## src/rtl/mod20_pkg.sv

```systemverilog
// Shared definitions for the mod-20 count-stream monitor: modulus, widths,
// tracking states, blank digit codes and the expected-next-value rule.
package mod20_pkg;

  localparam int unsigned MOD   = 20;
  localparam int unsigned CNT_W = 5;

  typedef enum logic [1:0] {
    IDLE,
    TRACK,
    FAULT
  } state_t;

  // Digit codes shown when the sampled count is outside 0..MOD
  localparam logic [1:0] BLANK_TENS = 2'b11;
  localparam logic [3:0] BLANK_ONES = 4'hF;

  // Value the counter must present after prev when stepping in direction dir
  function automatic logic [CNT_W-1:0] next_exp(input logic [CNT_W-1:0] prev,
                                                input logic             dir);
    if (!dir)
      return (prev == CNT_W'(MOD)) ? CNT_W'(1) : prev + CNT_W'(1);
    else
      return (prev == '0) ? CNT_W'(MOD - 1) : prev - CNT_W'(1);
  endfunction

endpackage

```

## src/rtl/mod20_monitor_if.sv

```systemverilog
// Count stream from the lab counter: value, direction and new-step strobe.
interface mod20_monitor_if;
  import mod20_pkg::*;

  logic [CNT_W-1:0] cnt_in;
  logic             dir;
  logic             cnt_vld;

  modport master (output cnt_in, output dir, output cnt_vld);
  modport slave  (input  cnt_in, input  dir, input  cnt_vld);
endinterface

```

## src/rtl/mod20_bcd.sv

```systemverilog
// Combinational count to tens/ones converter; values above MOD show blank.
module mod20_bcd
  import mod20_pkg::*;
(
  input  logic [CNT_W-1:0] cnt,
  output logic [1:0]       tens,
  output logic [3:0]       ones
);

  // Table lookup over the legal range keeps the conversion free of dividers
  always_comb begin
    tens = BLANK_TENS;
    ones = BLANK_ONES;
    for (int unsigned i = 0; i <= MOD; i++) begin
      if (cnt == CNT_W'(i)) begin
        tens = 2'(i / 10);
        ones = 4'(i % 10);
      end
    end
  end

endmodule

```

## src/rtl/mod20_monitor.sv

```systemverilog
// Receive-side checker for the mod-20 up/down count stream. Verifies each
// step, flags wrap events, keeps a signed wrap tally and drives BCD digits.
// Optional: define MOD20_MON_HOLD_EN to accept cnt==prev as a legal hold.
module mod20_monitor
  import mod20_pkg::*;
#(
  parameter int unsigned WRAP_W = 8,
  parameter int unsigned RESYNC = 2
) (
  input  logic              clk,
  input  logic              Reset_n,
  mod20_monitor_if.slave    sif,
  input  logic              err_clr,
  output logic [1:0]        bcd_tens,
  output logic [3:0]        bcd_ones,
  output logic              wrap_up,
  output logic              wrap_dn,
  output logic [WRAP_W-1:0] wrap_cnt,
  output logic              step_err,
  output logic [3:0]        err_cnt,
  output logic              locked
);

  localparam int unsigned GOOD_W = (RESYNC > 1) ? $clog2(RESYNC) : 1;

  state_t              state, state_nxt;
  logic [CNT_W-1:0]    prev, prev_nxt, exp_cnt;
  logic [GOOD_W-1:0]   good_cnt, good_nxt;
  logic [1:0]          tens_nxt, conv_tens;
  logic [3:0]          ones_nxt, conv_ones;
  logic                wrap_up_nxt, wrap_dn_nxt;
  logic [WRAP_W-1:0]   wrap_cnt_nxt;
  logic                step_err_nxt;
  logic [3:0]          err_cnt_nxt;
  logic                in_range, match, hold, up_wrap, dn_wrap, err_hit;

  mod20_bcd u_bcd (
    .cnt  (sif.cnt_in),
    .tens (conv_tens),
    .ones (conv_ones)
  );

  assign in_range = (sif.cnt_in <= CNT_W'(MOD));
  assign exp_cnt  = next_exp(prev, sif.dir);
  assign match    = (sif.cnt_in == exp_cnt);
  assign up_wrap  = !sif.dir && (prev == CNT_W'(MOD)) && (sif.cnt_in == CNT_W'(1));
  assign dn_wrap  = sif.dir && (prev == '0) && (sif.cnt_in == CNT_W'(MOD - 1));
`ifdef MOD20_MON_HOLD_EN
  assign hold     = (sif.cnt_in == prev);
`else
  assign hold     = 1'b0;
`endif
  assign locked   = (state == TRACK);

  // Next-state, step checking, wrap and error bookkeeping
  always_comb begin
    state_nxt    = state;
    prev_nxt     = prev;
    good_nxt     = good_cnt;
    tens_nxt     = bcd_tens;
    ones_nxt     = bcd_ones;
    wrap_up_nxt  = 1'b0;
    wrap_dn_nxt  = 1'b0;
    wrap_cnt_nxt = wrap_cnt;
    step_err_nxt = step_err;
    err_cnt_nxt  = err_cnt;
    err_hit      = 1'b0;

    if (sif.cnt_vld) begin
      tens_nxt = conv_tens;
      ones_nxt = conv_ones;
      if (in_range)
        prev_nxt = sif.cnt_in;

      unique case (state)
        IDLE: begin
          if (in_range) state_nxt = TRACK;
          else          err_hit   = 1'b1;
        end
        TRACK: begin
          if (match) begin
            if (up_wrap) begin
              wrap_up_nxt  = 1'b1;
              wrap_cnt_nxt = wrap_cnt + WRAP_W'(1);
            end
            if (dn_wrap) begin
              wrap_dn_nxt  = 1'b1;
              wrap_cnt_nxt = wrap_cnt - WRAP_W'(1);
            end
          end else if (!hold) begin
            err_hit   = 1'b1;
            state_nxt = FAULT;
            good_nxt  = '0;
          end
        end
        FAULT: begin
          if (match) begin
            if (good_cnt == GOOD_W'(RESYNC - 1)) begin
              state_nxt = TRACK;
              good_nxt  = '0;
            end else begin
              good_nxt  = good_cnt + GOOD_W'(1);
            end
          end else if (!hold) begin
            err_hit  = 1'b1;
            good_nxt = '0;
          end
        end
        default: state_nxt = IDLE;
      endcase
    end

    // A new error outranks a simultaneous clear and restarts the count at 1
    if (err_hit) begin
      step_err_nxt = 1'b1;
      err_cnt_nxt  = err_clr ? 4'd1 : ((err_cnt == 4'hF) ? 4'hF : err_cnt + 4'd1);
    end else if (err_clr) begin
      step_err_nxt = 1'b0;
      err_cnt_nxt  = '0;
    end
  end

  // State and output registers
  always_ff @(posedge clk or negedge Reset_n) begin
    if (!Reset_n) begin
      state    <= IDLE;
      prev     <= '0;
      good_cnt <= '0;
      bcd_tens <= '0;
      bcd_ones <= '0;
      wrap_up  <= 1'b0;
      wrap_dn  <= 1'b0;
      wrap_cnt <= '0;
      step_err <= 1'b0;
      err_cnt  <= '0;
    end else begin
      state    <= state_nxt;
      prev     <= prev_nxt;
      good_cnt <= good_nxt;
      bcd_tens <= tens_nxt;
      bcd_ones <= ones_nxt;
      wrap_up  <= wrap_up_nxt;
      wrap_dn  <= wrap_dn_nxt;
      wrap_cnt <= wrap_cnt_nxt;
      step_err <= step_err_nxt;
      err_cnt  <= err_cnt_nxt;
    end
  end

endmodule

```

## src/flat_wrapper.sv

```systemverilog
// flat-port wrapper written by rule: the top's interface ports become plain ports
module mod20_monitor_flat import mod20_pkg::*;
#(
  parameter int unsigned WRAP_W = 8,
  parameter int unsigned RESYNC = 2
)
  (clk, Reset_n, err_clr, bcd_tens, bcd_ones, wrap_up, wrap_dn, wrap_cnt, step_err, err_cnt, locked, sif_cnt_in, sif_dir, sif_cnt_vld);
  mod20_monitor_if sif_i ();
  input  logic clk;
  input  logic Reset_n;
  input  logic err_clr;
  output logic [1:0] bcd_tens;
  output logic [3:0] bcd_ones;
  output logic wrap_up;
  output logic wrap_dn;
  output logic [WRAP_W-1:0] wrap_cnt;
  output logic step_err;
  output logic [3:0] err_cnt;
  output logic locked;
  input wire logic [$bits(sif_i.cnt_in)-1:0] sif_cnt_in;
  input wire logic [$bits(sif_i.dir)-1:0] sif_dir;
  input wire logic [$bits(sif_i.cnt_vld)-1:0] sif_cnt_vld;
  assign sif_i.cnt_in = sif_cnt_in;
  assign sif_i.dir = sif_dir;
  assign sif_i.cnt_vld = sif_cnt_vld;
  mod20_monitor #(.WRAP_W(WRAP_W), .RESYNC(RESYNC)) u_core (.clk(clk), .Reset_n(Reset_n), .sif(sif_i), .err_clr(err_clr), .bcd_tens(bcd_tens), .bcd_ones(bcd_ones), .wrap_up(wrap_up), .wrap_dn(wrap_dn), .wrap_cnt(wrap_cnt), .step_err(step_err), .err_cnt(err_cnt), .locked(locked));
endmodule
```

## config.mk

```make
export PLATFORM = sky130hd
export DESIGN_NAME = mod20_monitor_flat
export DESIGN_NICKNAME = d
export VERILOG_FILES = /design/src/rtl/mod20_pkg.sv /design/src/rtl/mod20_monitor_if.sv /design/src/rtl/mod20_bcd.sv /design/src/rtl/mod20_monitor.sv /design/src/flat_wrapper.sv
export SDC_FILE = /design/constraint.sdc
export NUM_CORES = 1
export LEC_CHECK = 0
export BUFFER_PORTS_ARGS = -buffer_cell sky130_fd_sc_hd__buf_2
export CAP_MARGIN = 15
export CORE_MARGIN = 4
export CORE_UTILIZATION = 55
export CTS_BUF_LIST = sky130_fd_sc_hd__clkbuf_16
export DETAILED_ROUTE_END_ITERATION = 10
export PLACE_DENSITY_LB_ADDON = 0.3
export SLEW_MARGIN = 10
export SYNTH_ARGS = -nofsm -noshare
export SYNTH_HDL_FRONTEND = slang
export SYNTH_SLANG_ARGS = --single-unit
```

## constraint.sdc

```tcl
create_clock -name clk -period 3.5 [get_ports clk]
set_input_delay 0.525 -clock clk [delete_from_list [all_inputs] [get_ports clk]]
set_output_delay 0.525 -clock clk [all_outputs]
set_load 0.01 [all_outputs]
```

==> results.yml, run 1 <==
synth:
  yosysTopAreaCell: "dfrtp_1"
  synth_ff_type: "dfrtp_1"
  synth_edf_count: 0
  synthDistinctLibCells: 58
  async_flop_share_pct: 100
  syn_area_per_cell_um2: 9.09
  synth.top_cell.area_share_pct: 33.7
  syn-cell-area_um2: 2150
  yosysWarnings: 0
  ys_ff_latch: 29
  postSynthCellCount: 237
  syn_nets: 262
  synth.area.top_cells: "dfrtp_1 34%, ha_1 8.1%, o21ai_0 5.1%, inv_1 3.1%, mux2_2 3.1%"
  ys_seq_area_share_pct: 33.7
grt:
  grt_max_degree: 30
  grt_pass1_wl_mm: 7.85
  busiest_layer: "met2"
  gr-usage-met1_pct: 25.3
  grt_usage_pct: 19.2
  grt_use_met3_pct: 4.83
  antenna_found_initial: 0
  grt_pass1_vias: 1728
  grt_use_met2_pct: 31.5
  grt.overflow.total: 0
clock_network:
  clk_pin_slew_ns: 0.05
  cts-root-buf: "clkbuf_16"
  cts_tree: "done"
  clk_latency_ns: 0.27
  htree_levels: 2
  cts_buffer_depth: 2
  numCtsBuffers: 5
  cts.sinks: 29
placed_design:
  gp_congestion: 0.855
  port_buffers: 31
  place_ws_ns: 0.344
  postPlaceCellArea_um2: 2310
  place_hpwl_mm: 3.26
  dp.cells: 305
critical_path:
  crit_path_max_fanout: 7
  critPathLaunchType: "register"
  crit_type: "reg -> reg"
  worst_setup_path_end_kind: "register"
  cp.required_ns: 3.65
  worstPathArrival_ns: 3.21
sta:
  hold_viol: 0
  tns_ns: 0
  max_slew_margin_pct: 56.9
  period_share_pct: 87.2
  rsz0062_at_grt: "no"
  worst_pin_slew_ns: 0.647
  setup_viol: 0
  finClkSkew_ns: 0.00387
  worst_hold_slack_ns: 0.278
  fmax_mhz: 328
  drv_slew: 0
  setup_slack_ns: 0.447
  period_minus_slack_ns: 3.05
hold_path:
  hold_path_class: "in -> async"
drt:
  ant_nets: 0
  dr_total_vias: 1863
  wl_per_cell_um: 14.6
  dr.pass1.iters: 4
  drc: 0
  viasPerCell: 5.95
  routed_wirelength_mm: 4.58
  drt-initial-drc-count: 90
cells_and_area:
  utilization_pct: 66.7
  postLayoutCellArea_um2: 2480
  nNetsFinal: 289
  mostFrequentLayoutCells: "31 x buf_2, 29 x dfrtp_1, 22 x o21ai_0"
  fillers: 308
  multiInputGateArea_um2: 1290
  diodes: 0
  synthToLayoutAreaGrowth_pct: 15.0
  final_common_cell: "buf_2"
  final-seq-area_um2: 726
  drive_above_1_share_pct: 21.1
  fin_cells: 313
power_and_ir_drop:
  finalPower_mw: 1.28
  pwr-share-clk_pct: 36.8
  p_leak_nw: 1.18
  ir_worst_vdd_v: 0.000245
  switching_share_pct: 31.8
  p_sw_mw: 0.409
  p_comb_share_pct: 29.3
  p_per_area_nw_per_um2: 518
  internal_power_mw: 0.874
  pwr-share-seq_pct: 33.8
die:
  die_x_um: 70.6
  coreArea_um2: 3720
  die_height_um: 70.6
  rows: 22
  ioPinCount: 32
  initial_core_util_pct: 58.0
  dieArea_um2: 4980
flow_run:
  drv_cap: 0
outcome:
  status: "completed"
sequential cells by signal, summed over array words and instances (netlist names), 2 cells and up:
name / cells
u_core.wrap_cnt: 8
u_core.err_cnt: 4
u_core.state: 2
u_core.prev: 5
u_core.bcd_ones: 4
u_core.bcd_tens: 2
what timing repair did:
action	4_1_cts	5_1_grt
setup endpoints to repair	0	1
hold buffers	0	0
resized for setup	0	1
buffers inserted	0	0
synthesized netlist by cell type, types with 2 or more instances:
library cell,instances
nor2b_1,5
a21o_1,3
xor2_1,4
xnor2_1,7
dfrtp_1,29
a211o_1,3
o21ai_0,22
buf_6,3
clkbuf_1,6
a21oi_1,12
o21ai_1,2
nor2_1,14
or3b_1,2
nand3_2,2
o211ai_1,4
a211oi_1,2
mux2_2,6
a31oi_1,4
ha_1,14
mux2i_1,2
buf_2,3
nand4_1,4
nand2_1,10
nor3_1,9
nand3b_1,2
inv_1,18
and3b_1,2
nand3_1,5
o2bb2ai_1,2
nand2b_1,7
nor3b_1,2
layer usage:
layer / share of wire (%) / vias up / routed length [um]
met5: 0 / - / 0
met4: 1.6 / 0 / 73
met3: 6.1 / 7 / 279
met2: 49 / 53 / 2250
met1: 43 / 896 / 1980
li1: - / 907 / -
power groups by stage:
stage	registers (mW)	clock network, mW	logic (mW)
floorplan	0.439	0	0.276
global placement	0.436	0	0.365
detailed placement	0.439	0	0.377
CTS	0.434	0.479	0.379
global route	0.444	0.493	0.423
finish	0.434	0.473	0.376
logic make-up after synthesis:
logic type,Yosys count,synth area share (%)
AO/OA/AOI/OAI,66,20.0
XOR/XNOR,11,4.47
adder cells (fa/ha/maj),15,9.06
buffers and inverters,32,6.79
flip-flops,29,33.7
multiplexers,10,5.63
AND/OR/NAND/NOR,74,20.4
final cells by class:
type | instances | share of cell area [%]
Tap cell | 48 | 2.42
Multi-Input combinational cell | 176 | 52.0
Inverter | 19 | 2.88
Timing Repair Buffer | 33 | 6.87
Clock inverter | 3 | 1.52
Clock buffer | 5 | 5.05
Sequential cell | 29 | 29.3
final timing paths:
| check | start | end | slack, ns | depth (start not counted) |
|---|---|---|---|---|
| max | u_core.prev[0] | u_core.wrap_cnt[7] | 0.45 | 14 |
| min reg2reg | u_core.wrap_cnt[7] | u_core.wrap_cnt[7] | 0.48 | 1 |
| min | Reset_n | u_core.wrap_cnt[2] | 0.28 | 1 |
| max in group asynchronous | Reset_n | u_core.err_cnt[2] | 2.80 | 1 |
| max reg2reg | u_core.prev[0] | u_core.wrap_cnt[7] | 0.45 | 14 |
| min in group clk | u_core.wrap_cnt[7] | u_core.wrap_cnt[7] | 0.48 | 1 |
worst max-delay path: stages (launching register included):
cell and delay, ns:
dfrtp_1 0.43, inv_1 0.11, ha_1 0.22, nand2b_1 0.15, nor3_2 0.25, nand3_1 0.19, inv_1 0.21, ha_1 0.27
a21o_1 0.19, a211oi_1 0.29, o21ai_0 0.15, o211ai_1 0.13, xnor2_1 0.14, nor2_1 0.06, xor2_1 0.15
No activity file was read; power rests on OpenSTA's default activity.
==> inputs of run 2 (changes only) <==
--- a/config.mk
+++ b/config.mk
@@ -11,7 +11,7 @@
 export CORE_UTILIZATION = 55
 export CTS_BUF_LIST = sky130_fd_sc_hd__clkbuf_16
 export DETAILED_ROUTE_END_ITERATION = 10
-export PLACE_DENSITY_LB_ADDON = 0.3
+export PLACE_DENSITY = 0.8
 export SLEW_MARGIN = 10
 export SYNTH_ARGS = -nofsm -noshare
 export SYNTH_HDL_FRONTEND = slang
==> results.yml, run 2 (synthesis gave the netlist of run 1 again) <==
cells_and_area:
  final_common_cell: "buf_2"
  diodes: 0
  top_register: "u_core.wrap_cnt"
  postLayoutCellArea_um2: 2460
  fin_cells: 312
  fillers: 300
  mostFrequentLayoutCells: "31 x buf_2, 29 x dfrtp_1, 22 x o21ai_0"
  largest_reg_flops: 8
  synthToLayoutAreaGrowth_pct: 14.4
  reg_top3: "u_core.wrap_cnt: 8 flops, u_core.prev: 5 flops"
  nNetsFinal: 288
  drive_above_1_share_pct: 20.5
grt:
  grt_pass1_wl_mm: 7.93
  antenna_found_initial: 0
  grt_max_degree: 30
  grt_usage_pct: 19.5
  grt.overflow.total: 0
  grt_pass1_vias: 1706
sta:
  hold_viol: 0
  drv_slew: 0
  worst_hold_slack_ns: 0.284
  worst_pin_slew_ns: 0.660
  tns_ns: 0
  period_share_pct: 91.4
  setup_viol: 0
  period_minus_slack_ns: 3.20
  rsz0062_at_grt: "no"
  finClkSkew_ns: 0.00440
  max_slew_margin_pct: 56.0
  fmax_mhz: 313
critical_path:
  cp.required_ns: 3.65
  worstPathArrival_ns: 3.35
  crit_path_max_fanout: 7
  crit_type: "reg -> reg"
  critPathLaunchType: "register"
  worst_setup_path_end_kind: "register"
clock_network:
  cts.sinks: 29
  cts-root-buf: "clkbuf_16"
  clk_pin_slew_ns: 0.05
  cts_tree: "done"
  cts_buffer_depth: 2
  numCtsBuffers: 5
  post_cts_buffers: 0
  cts_hold_buf: 0
  cts_resized: 0
  htree_levels: 2
  clk_latency_ns: 0.27
placed_design:
  postPlaceCellArea_um2: 2300
  port_buffers: 31
  gp_congestion: 0.810
  dp.cells: 304
  place_hpwl_mm: 3.22
drt:
  dr_total_vias: 1818
  viasPerCell: 5.83
  dr.pass1.iters: 4
  drc: 0
  routed_wirelength_mm: 4.44
  drt-initial-drc-count: 81
  wl_per_cell_um: 14.2
  ant_nets: 0
outcome:
  status: "completed"
power_and_ir_drop:
  ir_worst_vdd_v: 0.000270
  finalPower_mw: 1.28
  p_per_area_nw_per_um2: 519
  p_leak_nw: 1.17
die:
  die_height_um: 70.6
  coreArea_um2: 3720
  ioPinCount: 32
  die_x_um: 70.6
  rows: 22
  initial_core_util_pct: 58.0
  dieArea_um2: 4980
hold_path:
  hold_path_class: "in -> async"
flow_run:
  drv_cap: 0
## run 2: cell count changes in the layout (fill, tap and decap cells not counted)
cell | previous run | this run
buf_4 | 2 | 1
nor3_1 | 8 | 9
nor3_2 | 2 | 1
## run 2: final cells by class
cell class                      instances  area (um2)  area share [%]
Multi-Input combinational cell        176        1280            52.0
Clock buffer                            5         125            5.08
Timing Repair Buffer                   32         163            6.60
Sequential cell                        29         726            29.4
Inverter                               19        71.3            2.89
Tap cell                               48        60.1            2.44
Clock inverter                          3        37.5            1.52
## run 2: per-layer routing
layer / global-route usage (%) / up-vias / wire length [um]
met1: 24.5 / 853 / 1970
met5: 0 / - / 0
met2: 32.1 / 50 / 2120
met4: 7.93 / 0 / 96
met3: 5.11 / 10 / 251
li1: - / 905 / -
## run 2: metrics by stage
step | setup slack, ns | util (%)
3_3_place_gp | 0.469 | 62.0
6_report | 0.301 | 66.3
5_1_grt | 0.0274 | 66.3
4_1_cts | 0.327 | 66.3
3_5_place_dp | 0.345 | 62.0
2_1_floorplan | 0.716 | -
## run 2: final timing paths
check,startpoint,to,slack (ns),cells past startpoint
setup reg to reg,u_core.prev[0],u_core.wrap_cnt[7],0.30,14
hold reg to reg,u_core.wrap_cnt[7],u_core.wrap_cnt[7],0.47,1
setup / recovery,u_core.prev[0],u_core.wrap_cnt[7],0.30,14
min in group clk,u_core.wrap_cnt[7],u_core.wrap_cnt[7],0.47,1
max in group asynchronous,Reset_n,u_core.prev[3],2.79,1
hold / removal,Reset_n,u_core.wrap_cnt[0],0.28,1
## run 2: power by group
part / internal [mW] / switching (mW) / leakage (nW)
Sequential: 0.384 / 0.0504 / 0.372
Combinational: 0.160 / 0.212 / 0.717
Clock: 0.330 / 0.145 / 0.0826
Total: 0.873 / 0.407 / 1.17
## run 2: critical path, stage by stage (launching register included)
cell and delay, ns:
dfrtp_1 0.43, inv_1 0.11, ha_1 0.21, nand2b_1 0.13
nor3_1 0.34, nand3_1 0.22, inv_1 0.23, ha_1 0.28
a21o_1 0.19, a211oi_1 0.32, o21ai_0 0.15, o211ai_1 0.12
xnor2_1 0.14, nor2_1 0.06, xor2_1 0.15
